**config.mk**
```make
export PLATFORM = sky130hd
export DESIGN_NAME = add_sub_seq
export DESIGN_NICKNAME = d
export VERILOG_FILES = /design/src/rtl/add_sub_seq.sv
export SDC_FILE = /design/constraint.sdc
export NUM_CORES = 1
export LEC_CHECK = 0
export CORE_MARGIN = 2
export CORE_UTILIZATION = 50
export DETAILED_ROUTE_END_ITERATION = 8
export PLACE_DENSITY_LB_ADDON = 0.2
export SYNTH_ARGS = -nofsm -noshare
export SYNTH_HDL_FRONTEND = slang
export SYNTH_SLANG_ARGS = --single-unit
```
**constraint.sdc**
```tcl
create_clock -name clk -period 3.3 [get_ports clk]
set_input_delay 0.33 -clock clk [delete_from_list [all_inputs] [get_ports clk]]
set_output_delay 0.33 -clock clk [all_outputs]
set_load 0.03 [all_outputs]
```
**src/rtl/add_sub_seq.sv**
```systemverilog
// -----------------------------------------------------------------------------
// add_sub_seq
//   Sequential adder/subtractor that processes CHUNK bits per clock. Operands
//   are captured on the in_valid/in_ready handshake. The result is built one
//   slice per cycle and then presented on out_valid/out_ready. Subtraction is
//   done as A + ~B + 1, so cout=1 in subtract mode means "no borrow".
//
// Parameters
//   WIDTH  operand/result width in bits
//   CHUNK  bits added per cycle; WIDTH must be a multiple of CHUNK
//
// Ports
//   clk        single clock, rising edge
//   rst        synchronous active-high reset
//   in_valid   operands valid          in_ready   idle, will accept
//   A, B       operands                cin        carry-in (add mode only)
//   sub        0 = add, 1 = subtract
//   S          registered result
//   cout       final carry-out         ovf        signed overflow
//   zero       S == 0                  neg        S[WIDTH-1]
//   out_valid  result valid            out_ready  consumer takes result
// -----------------------------------------------------------------------------
module add_sub_seq #(
  parameter int WIDTH = 8,
  parameter int CHUNK = 2
) (
  input  logic             clk,
  input  logic             rst,
  input  logic             in_valid,
  output logic             in_ready,
  input  logic [WIDTH-1:0] A,
  input  logic [WIDTH-1:0] B,
  input  logic             cin,
  input  logic             sub,
  output logic [WIDTH-1:0] S,
  output logic             cout,
  output logic             ovf,
  output logic             zero,
  output logic             neg,
  output logic             out_valid,
  input  logic             out_ready
);

  localparam int N  = WIDTH / CHUNK;
  localparam int KW = (N > 1) ? $clog2(N) : 1;

  typedef enum logic [1:0] {
    IDLE = 2'd0,
    RUN  = 2'd1,
    DONE = 2'd2
  } state_t;

  state_t           state_q, state_d;
  logic [WIDTH-1:0] a_q, a_d;
  logic [WIDTH-1:0] b_q, b_d;        // already inverted when subtracting
  logic [WIDTH-1:0] s_q, s_d;
  logic             carry_q, carry_d;
  logic [KW-1:0]    k_q, k_d;
  logic             cout_q, cout_d;
  logic             ovf_q, ovf_d;
  logic             zero_q, zero_d;
  logic             neg_q, neg_d;
  logic             in_ready_q, in_ready_d;
  logic             out_valid_q, out_valid_d;

  logic [CHUNK-1:0] a_slice, b_slice;
  logic [CHUNK:0]   chunk_sum;
  logic             last_chunk;
  int               base;

  // NOTE: every signal assigned here gets a default first, so no path leaves
  // it unassigned and no latch is inferred.
  always_comb begin
    state_d     = state_q;
    a_d         = a_q;
    b_d         = b_q;
    s_d         = s_q;
    carry_d     = carry_q;
    k_d         = k_q;
    cout_d      = cout_q;
    ovf_d       = ovf_q;
    zero_d      = zero_q;
    neg_d       = neg_q;
    in_ready_d  = in_ready_q;
    out_valid_d = out_valid_q;

    base       = int'(k_q) * CHUNK;
    a_slice    = a_q[base +: CHUNK];
    b_slice    = b_q[base +: CHUNK];
    chunk_sum  = {1'b0, a_slice} + {1'b0, b_slice} + {{CHUNK{1'b0}}, carry_q};
    last_chunk = (k_q == KW'(N - 1));

    unique case (state_q)
      IDLE: begin
        if (in_valid) begin
          a_d        = A;
          b_d        = B ^ {WIDTH{sub}};
          carry_d    = sub | cin;   // the +1 of two's complement when subtracting
          k_d        = '0;
          state_d    = RUN;
          in_ready_d = 1'b0;
        end
      end

      RUN: begin
        s_d[base +: CHUNK] = chunk_sum[CHUNK-1:0];
        carry_d            = chunk_sum[CHUNK];
        if (last_chunk) begin
          k_d         = '0;
          state_d     = DONE;
          out_valid_d = 1'b1;
          cout_d      = chunk_sum[CHUNK];
          // Carry into the MSB is recovered from the MSB's sum bit:
          // s = a ^ b ^ c_in  =>  c_in = a ^ b ^ s.
          ovf_d       = (a_q[WIDTH-1] ^ b_q[WIDTH-1] ^ s_d[WIDTH-1]) ^ chunk_sum[CHUNK];
          zero_d      = (s_d == '0);
          neg_d       = s_d[WIDTH-1];
        end else begin
          k_d = k_q + 1'b1;
        end
      end

      DONE: begin
        if (out_ready) begin
          state_d     = IDLE;
          out_valid_d = 1'b0;
          in_ready_d  = 1'b1;
        end
      end

      default: begin
        state_d     = IDLE;
        in_ready_d  = 1'b1;
        out_valid_d = 1'b0;
      end
    endcase
  end

  // Control, result and flags: reset wins over any handshake in the same cycle.
  // NOTE: sequential state uses non-blocking assignments only, so every flop
  // samples the pre-edge values regardless of statement order.
  always_ff @(posedge clk) begin
    if (rst) begin
      state_q     <= IDLE;
      s_q         <= '0;
      carry_q     <= 1'b0;
      k_q         <= '0;
      cout_q      <= 1'b0;
      ovf_q       <= 1'b0;
      zero_q      <= 1'b0;
      neg_q       <= 1'b0;
      in_ready_q  <= 1'b1;
      out_valid_q <= 1'b0;
    end else begin
      state_q     <= state_d;
      s_q         <= s_d;
      carry_q     <= carry_d;
      k_q         <= k_d;
      cout_q      <= cout_d;
      ovf_q       <= ovf_d;
      zero_q      <= zero_d;
      neg_q       <= neg_d;
      in_ready_q  <= in_ready_d;
      out_valid_q <= out_valid_d;
    end
  end

  // NOTE: operand registers carry no reset; they are always loaded on accept
  // before being read, so resetting them would only cost reset fan-out.
  always_ff @(posedge clk) begin
    a_q <= a_d;
    b_q <= b_d;
  end

  assign in_ready  = in_ready_q;
  assign out_valid = out_valid_q;
  assign S         = s_q;
  assign cout      = cout_q;
  assign ovf       = ovf_q;
  assign zero      = zero_q;
  assign neg       = neg_q;

endmodule
```
# Word-level counts from Yosys, hierarchy flattened
# Index checks and enable logic that the tools add are counted.
totals:
  regBits: 35
  latch_bits: 0
  ramBits: 0
  mem_bits_ro: 0
  input_bits: 22
  output_inout_bits: 14
  n_memories: 0
op_classes:
  add_sub_neg: 4
  n_mul: 0
  n_div: 0
  magnitude_cmp: 0
  n_eq_ne: 6
  shifts: 4
  mux: 16
  n_bitwise: 7
  reduce_logical: 9
ops:
  columns: ["op", "count"]
  rows:
  - ["$neg 3->33", 1]
  - ["$shift 2x33->8 const A", 1]
  - ["$shiftx 2x33->8", 1]
  - ["$shiftx 8x4->2", 2]
  - ["$mux 2", 5]
  - ["$reduce_and 3->1", 3]
  - ["$bwmux 8", 1]
  - ["$logic_not 8->1", 1]
  - ["$xor 8x8->8", 1]
  - ["$ne 2x2->1 const B", 3]
  - ["$pmux 1 s3", 2]
  - ["$pmux 2 s3", 1]
  - ["$reduce_and 2->1", 3]
  - ["$mux 1", 5]
  - ["$eq 2x2->1 const B", 2]
  - ["$pmux 2 s2", 1]
  - ["$add 2x2->3", 1]
  - ["$add 3x1->3", 1]
  - ["$xor 1x1->1", 3]
  - ["$add 2x1->2 const B", 1]
  - ["$eq 2x1->1 const B", 1]
  - ["$logic_not 2->1", 1]
  - ["$not 1->1", 2]
  - ["$pmux 1 s2", 1]
  - ["other kinds (2)", 2]

# Longest topological paths before layout
# Gate-level depths: netlist of the first run.
logic_depth:
  ltp_word: 7
  depth_mapped: 9
  depth_no_buf: 8

# Least setup slack after synthesis of the first run
# No wires, ideal clock.
synth_timing:
  kind: "flip-flop to flip-flop"
  start: "register k_q[0]"
  end: "register ovf_q, in the netlist ovf"
  t_arrival_ps: 2641
  setup_slack_ps: 573
  path_stages_with_launch: 10
  n_path_buf: 1
  period_less_slack_ps: 2727
  cell_sequence: "dfxtp_1 buf_2 mux4_2 fa_1 inv_1 fa_1 nor2_1 a31oi_2 xnor2_1 a211oi_1"
synth_via:
  elab_chain_len: 7
synth_lines:
  columns: ["element", "line_no", "text"]
  rows:
  - ["start, declared", "58", "logic [KW-1:0] k_q, k_d;"]
  - ["start signal, assigned", "158", "k_q <= k_d;"]
  - ["$shiftx 8x4->2, on equally long branches", "88, 89", null]
  - ["$add 2x2->3", "90", "chunk_sum = {1'b0, a_slice} + {1'b0, b_slice} + {{CHUNK{1'b0}}, carry_q};"]
  - ["$add 3x1->3", "90", null]
  - ["$shiftx 2x33->8", "106", "s_d[base +: CHUNK] = chunk_sum[CHUNK-1:0];"]
  - ["$bwmux 8", "106", null]
  - ["$xor 1x1->1 (2 in series)", "115", "ovf_d = (a_q[WIDTH-1] ^ b_q[WIDTH-1] ^ s_d[WIDTH-1]) ^ chunk_sum[CHUNK];"]
  - ["end signal, assigned", "160", "ovf_q <= ovf_d;"]
  - ["end, declared", "60", "logic ovf_q, ovf_d;"]
# Parallel ways exist; a longest one is shown, timed or not.
# A chain may end at the register's enable or synchronous reset.

# Final worst setup path of the first run
# Same ends and word-level chain as after synthesis.

==> results of run 1 <==
==> power by group through the flow <==
stage / Clock, W / Combinational [W] / Sequential, W
floorplan: 0 / 0.000128 / 0.000526
finish: 0.000297 / 0.000216 / 0.000503
global placement: 0 / 0.000210 / 0.000512
detailed placement: 0 / 0.000216 / 0.000514
global route: 0.000321 / 0.000235 / 0.000507
CTS: 0.000303 / 0.000216 / 0.000504
==> critical path: stages (launching register included) <==
cell and delay (ns):
dfxtp_1 0.50, mux4_2 0.56, fa_1 0.41, inv_1 0.08, fa_1 0.45, nor2_1 0.17, a31oi_2 0.16, xnor2_1 0.16
a211oi_1 0.21
==> per-layer routing <==
metal	GRT usage, %	up-vias
li1	-	611
met1	19.2	572
met5	0	-
met4	8.33	0
met3	3.80	7
met2	31.3	33
==> metrics by stage <==
step | power, W | instances | instance area (um^2)
3_3_place_gp | 0.000722 | 225 | 2070
4_1_cts | 0.00102 | 233 | 2150
6_report | 0.00102 | 233 | 2150
3_5_place_dp | 0.000730 | 225 | 2070
2_1_floorplan | 0.000655 | 148 | 1690
5_1_grt | 0.00106 | 233 | 2150
==> final timing paths <==
kind,start,end,slack (ns),cells after the start
min reg2reg,cout,cout,0.51,2
min,cout,cout,0.51,2
max reg2reg,k_q[0],ovf,0.51,8
max,k_q[0],ovf,0.51,8
==> layout make-up <==
cell class,instances,area share (%)
timing repair buffer,38,17.3
clock buffer,7,2.10
tap,46,2.68
clock inverter,1,1.40
sequential,35,40.0
multi-input combinational,99,35.2
inverter,7,1.22
==> cells in the final DEF, fill, tap and decap left out, types with 6 or more instances in the layout <==
| cell type | count |
|---|---|
| dfxtp_1 | 19 |
| clkdlybuf4s50_1 | 35 |
| nor2_1 | 19 |
| ha_1 | 6 |
| nor2b_1 | 10 |
| inv_1 | 7 |
| edfxtp_1 | 16 |
| a211oi_1 | 11 |
| a21oi_1 | 7 |
| xor2_1 | 8 |
==> sequential cells by signal (all words and copies together), names as in the netlist <==
name	count
neg	1
in_ready	1
k_q	2
ovf	1
a_q	8
b_q	8
S	8
out_valid	1
carry_q	1
zero	1
state_q	2
cout	1
==> cells by family (layout without fill, tap and decap cells) <==
logic type	after synthesis	count (layout)	share of synthesized area (%)
AOI/OAI and AO/OA	30	30	12.2
buffers and inverters	14	53	4.15
DFF	35	35	51.0
and+or+nand+nor	45	45	14.2
adders and majority gates	8	8	6.82
muxes	5	5	5.93
xor gates and xnor gates	11	11	5.71
==> qor.txt, run 1 <==
RUN STATUS
--------------------------------------------------------------------------------
Result of the run                                                   complete, no violations

DETAILED ROUTING
--------------------------------------------------------------------------------
Antenna Nets Post-Route                                                        0
Met2 routed WL                                                           1.60 mm
Initial drt markers                                                           40
Routed metal-1 wirelength                                                1.23 mm
DRC Markers                                                                    0
Top metal layer carrying routed signals                                     met4
Average detailed-routed wire length per instance                         13.0 um
First-pass iteration count of the detailed router                              4
Vias after detailed routing                                                 1223
Drt total wl                                                             3.04 mm
Total length of routed met3 wires                                         147 um
Per-cell via count in the routed design                                     5.25

CLOCK TREE
--------------------------------------------------------------------------------
Clock transition at path regs                                            0.10 ns
Number of sinks driven by the clock tree                                      35
Maximum buffer depth of the clock tree                                         2
TritonCTS clock tree                                                         yes
Cts repair resizes                                                             0
Root buffer cell                                                        clkbuf_4
Number of levels in the clock H-tree                                           2
Inserted Clock Buffers                                                         5
Hold buffers post-CTS                                                          0
Clock latency on the worst-skew pair                                     0.34 ns
Post CTS Setup Buffer Count                                                    0

CELLS AND AREA
--------------------------------------------------------------------------------
Area of the multi-input gates                                           757 um^2
Area grow syn2layout                                                       27.4%
Area occupied by registers                                              861 um^2
Fraction of layout cells with a size suffix above 1                        8.56%
Total inserted antenna cells                                                   0
Number of fill cells in the layout                                           284
Core occupancy in the finished layout                                      65.4%
Final nets                                                                   216

TIMING
--------------------------------------------------------------------------------
Count of final setup violators                                                 0
Final total negative setup slack                                            0 ns
Final cycle utilization of the critical path                               84.6%
Unrepaired setup endpoints after global routing                               no
Post-Route Hold Slack                                                   0.505 ns
Slack of the critical path                                              0.508 ns
Worst-case headroom to the max-slew limit                                  53.8%
Hold Violations, Final                                                         0
Final Max Slew Viols                                                           0
Actual slew at the worst max-slew pin                                   0.690 ns
Clock period minus final worst setup slack                               2.79 ns
Largest clock skew in the final design                                 0.0142 ns
Maximum clock frequency                                                0.358 GHz

SYNTHESIS
--------------------------------------------------------------------------------
Synth Register Bits                                                           35
Main flop type after synthesis                                           dfxtp_1
FFs w/ async S/R, synth                                                       0%
Average footprint of a synthesized cell                                11.4 um^2
Post-synthesis cell type count                                                36
Count of yosys warnings during synthesis                                       0
Synthesized instance count                                                   148
Top-area cell type share of the netlist area                               28.5%
Netlist area before placement                                          1690 um^2
Synth top area cells                                                edfxtp_1 28%, dfxtp_1 23%, mux4_2 5.3%
Post-synthesis sequential area ratio                                       51.0%
Area leader, netlist                                                    edfxtp_1
Number of synthesized flops with an enable pin                                16
Commonest cells in the netlist                                      19 x dfxtp_1, 19 x nor2_1, 16 x edfxtp_1
Nets in the synthesized netlist                                              178

FLOORPLAN
--------------------------------------------------------------------------------
Boundary pin count                                                            36
Die height                                                               62.1 um
Number of placement rows                                                      21
Placeable core region                                                  3280 um^2
Total die area                                                         3860 um^2
Starting Density                                                           51.4%
Die width                                                                62.1 um

GRT
--------------------------------------------------------------------------------
Vias in the first global route                                              1167
Pin count of the biggest net entering global routing                          21
Global-route wire length before repair                                   5.15 mm
Number of antenna violations at the first check in global routing              0
Total GRT Usage                                                            17.3%
Grt total ovfl                                                                 0

WORST SETUP PATH
--------------------------------------------------------------------------------
CP required                                                              3.55 ns
Crit start category                                                    flip-flop
Arrival time of data at the critical path endpoint                       3.04 ns
Endpoint type of the worst setup path                                  flip-flop
Critical Setup Path Class                                           flip-flop to flip-flop
Maximum fanout along the worst path                                            5

POWER AND IR DROP
--------------------------------------------------------------------------------
Sequential power share                                                     49.5%
Switching share of power                                                   26.0%
P_leak                                                                  0.771 nW
Largest vdd supply drop                                               0.000239 V
Fraction of power consumed by combinational cells                          21.2%
Internal power                                                        0.000751 W
Clock power frac                                                           29.2%
Net load switching power                                              0.000264 W
Power density normalized to cell area                                472 nW/um^2

MIN PATH
--------------------------------------------------------------------------------
Worst hold path class                                               flip-flop to flip-flop

FLOW RUN
--------------------------------------------------------------------------------
Max-capacitance violation count                                                0

PLACED DESIGN
--------------------------------------------------------------------------------
Gp weighted congestion                                                     0.781
Detailed placement HPWL                                                  2.35 mm
Setup Slack @ Placement                                                 0.527 ns
Number of port buffers                                                        35

Note: power is estimated with default switching activity, not from simulation.
==> run 2, diff against run 1 <==
clock period = 2.7 ns   (was 3.3 ns; I/O delays follow)
==> qor.txt, run 2 (synthesized netlist as in run 1, its figures left out) <==
WORST SETUP PATH
-------------------------------------------------------------------------------------
Critical path cell sequence                                              mux4_2 -> fa_1 -> inv_1 -> fa_1 -> nor2_2 -> a31oi_2 -> xnor2_1 -> a211oi_1
Count of buffer and inverter cells on the critical path                             1   unchanged
Endpoint type of the worst setup path                                       flip-flop
CP required                                                                   2.94 ns   -0.61 ns
CP dominant cell by count                                                        fa_1
Maximum fanout along the worst path                                                 4   -1
Slowest stage delay, CP                                                       0.52 ns   -0.04 ns
Arrival time of data at the critical path endpoint                            2.82 ns   -0.22 ns
Worst R2R Setup Slack                                                         0.13 ns   -0.38 ns
Crit start category                                                         flip-flop
Master of the slowest instance on the critical path                            mux4_2
Critical path's top delay family                                          adder cells
Critical Setup Path Class                                                flip-flop to flip-flop

CELLS AND AREA
-------------------------------------------------------------------------------------
Most frequent cells in the layout                                        35 x clkdlybuf4s50_1, 18 x dfxtp_1, 18 x nor2_1
Area grow syn2layout                                                            26.4%
Total inserted antenna cells                                                        0   unchanged
Most frequent standard cell in the layout excluding fill and tap cells   clkdlybuf4s50_1
Core occupancy in the finished layout                                           65.0%   -0.50 points
Fraction of layout cells with a size suffix above 1                             9.63%   +1.1 points
Final nets                                                                        216   unchanged

POWER AND IR DROP
-------------------------------------------------------------------------------------
Overall power                                                               0.00115 W   +13%
Largest vdd supply drop                                                    0.000295 V   +23%
Power density normalized to cell area                                     537 nW/um^2   +14%
P_leak                                                                       0.760 nW   -1.4%

TIMING
-------------------------------------------------------------------------------------
Actual slew at the worst max-slew pin                                        0.681 ns   -0.00937 ns
Clock period minus final worst setup slack                                    2.57 ns   -0.218 ns
Post-Route Hold Slack                                                        0.482 ns   -0.0235 ns
Unrepaired setup endpoints after global routing                                   yes
Maximum clock frequency                                                     0.388 GHz   +8.4%
Worst-case headroom to the max-slew limit                                       54.5%   +0.63 points
Final Max Slew Viols                                                                0   unchanged
Hold Violations, Final                                                              0   unchanged
Count of final setup violators                                                      0   unchanged
Final cycle utilization of the critical path                                    95.4%   +11 points
Largest clock skew in the final design                                      0.0113 ns   -0.00289 ns

GRT
-------------------------------------------------------------------------------------
Pin count of the biggest net entering global routing                               21   unchanged
Number of antenna violations at the first check in global routing                   0   unchanged
Vias in the first global route                                                   1207   +3.4%
Grt total ovfl                                                                      0   unchanged
Global-route wire length before repair                                        5.11 mm   -0.80%
Total GRT Usage                                                                 17.0%   -0.28 points

DETAILED ROUTING
-------------------------------------------------------------------------------------
Antenna Nets Post-Route                                                             0   unchanged
DRC Markers                                                                         0   unchanged
Per-cell via count in the routed design                                          5.21   -0.65%
Initial drt markers                                                                64   +60%
Vias after detailed routing                                                      1215   -0.65%
Average detailed-routed wire length per instance                              12.8 um   -1.7%
First-pass iteration count of the detailed router                                   5   +1
Drt total wl                                                                  2.99 mm   -1.7%

FLOORPLAN
-------------------------------------------------------------------------------------
Die width                                                                     62.1 um   unchanged
Placeable core region                                                       3280 um^2   unchanged
Total die area                                                              3860 um^2   unchanged
Die height                                                                    62.1 um   unchanged
Number of placement rows                                                           21   unchanged
Boundary pin count                                                                 36   unchanged
Starting Density                                                                51.4%   unchanged

CLOCK TREE
-------------------------------------------------------------------------------------
Number of sinks driven by the clock tree                                           35   unchanged
Number of levels in the clock H-tree                                                2   unchanged
Post CTS Setup Buffer Count                                                         0   unchanged
Inserted Clock Buffers                                                              5   unchanged
Root buffer cell                                                             clkbuf_4
TritonCTS clock tree                                                              yes
Hold buffers post-CTS                                                               0   unchanged
Clock transition at path regs                                                 0.10 ns   about the same
Maximum buffer depth of the clock tree                                              2   unchanged
Cts repair resizes                                                                  0   unchanged
Clock latency on the worst-skew pair                                          0.34 ns   about the same

FLOW RUN
-------------------------------------------------------------------------------------
Max-capacitance violation count                                                     0   unchanged

PLACED DESIGN
-------------------------------------------------------------------------------------
Gp weighted congestion                                                          0.856   +9.6%
Detailed placement HPWL                                                       2.25 mm   -4.2%
Number of port buffers                                                             35   unchanged

MIN PATH
-------------------------------------------------------------------------------------
Worst hold path class                                                    primary input to flip-flop

RUN STATUS
-------------------------------------------------------------------------------------
Result of the run                                                        complete, no violations

-- run 2: changes by cell type in the layout (fill, tap and decap cells not counted) --
cell,before,now
bufinv_16,1,0
clkinv_1,0,2
nor2_1,19,18
dfxtp_2,0,1
dfxtp_1,19,18
nor4b_2,0,1
clkbuf_1,2,1
nor2_2,0,1
nor4b_1,1,0
-- run 2: metal layers --
layer	vias to the layer above	wire length (um)	GRT usage, %
met1	558	1280	18.6
met3	8	176	5.62
met5	-	0	0
li1	612	-	-
met4	0	68	8.33
met2	37	1470	29.6
-- run 2: final cells by class --
cell class	instances	area, um^2
Inverter	7	26.3
Timing Repair Buffer	38	373
Tap cell	46	57.6
Fill cell	279	1150
Clock buffer	6	41.3
Sequential cell	35	862
Clock inverter	2	7.51
Multi-Input combinational cell	99	766
-- run 2: stage by stage --
stage	TNS, ns	instance area, um^2	setup WS [ns]	cells
2_1_floorplan	0	1690	0.0295	148
3_3_place_gp	0	2070	0.109	225
6_report	0	2130	0.125	233
3_5_place_dp	0	2070	0.0412	225
4_1_cts	0	2120	0.0278	233
5_1_grt	-0.0147	2130	-0.0147	233
-- run 2: where the power goes --
part           switching (W)  internal (W)
Clock               0.000166     0.0000963
Combinational       0.000140      0.000130
Sequential         0.0000183      0.000594
Total               0.000325      0.000820
-- run 2: final timing paths --
path,from,endpoint,cells past startpoint
worst max register to register,k_q[0],ovf,8
worst min register to register,cout,cout,2
worst max-delay path,k_q[0],ovf,8
worst min-delay path,A[3],a_q[3],1
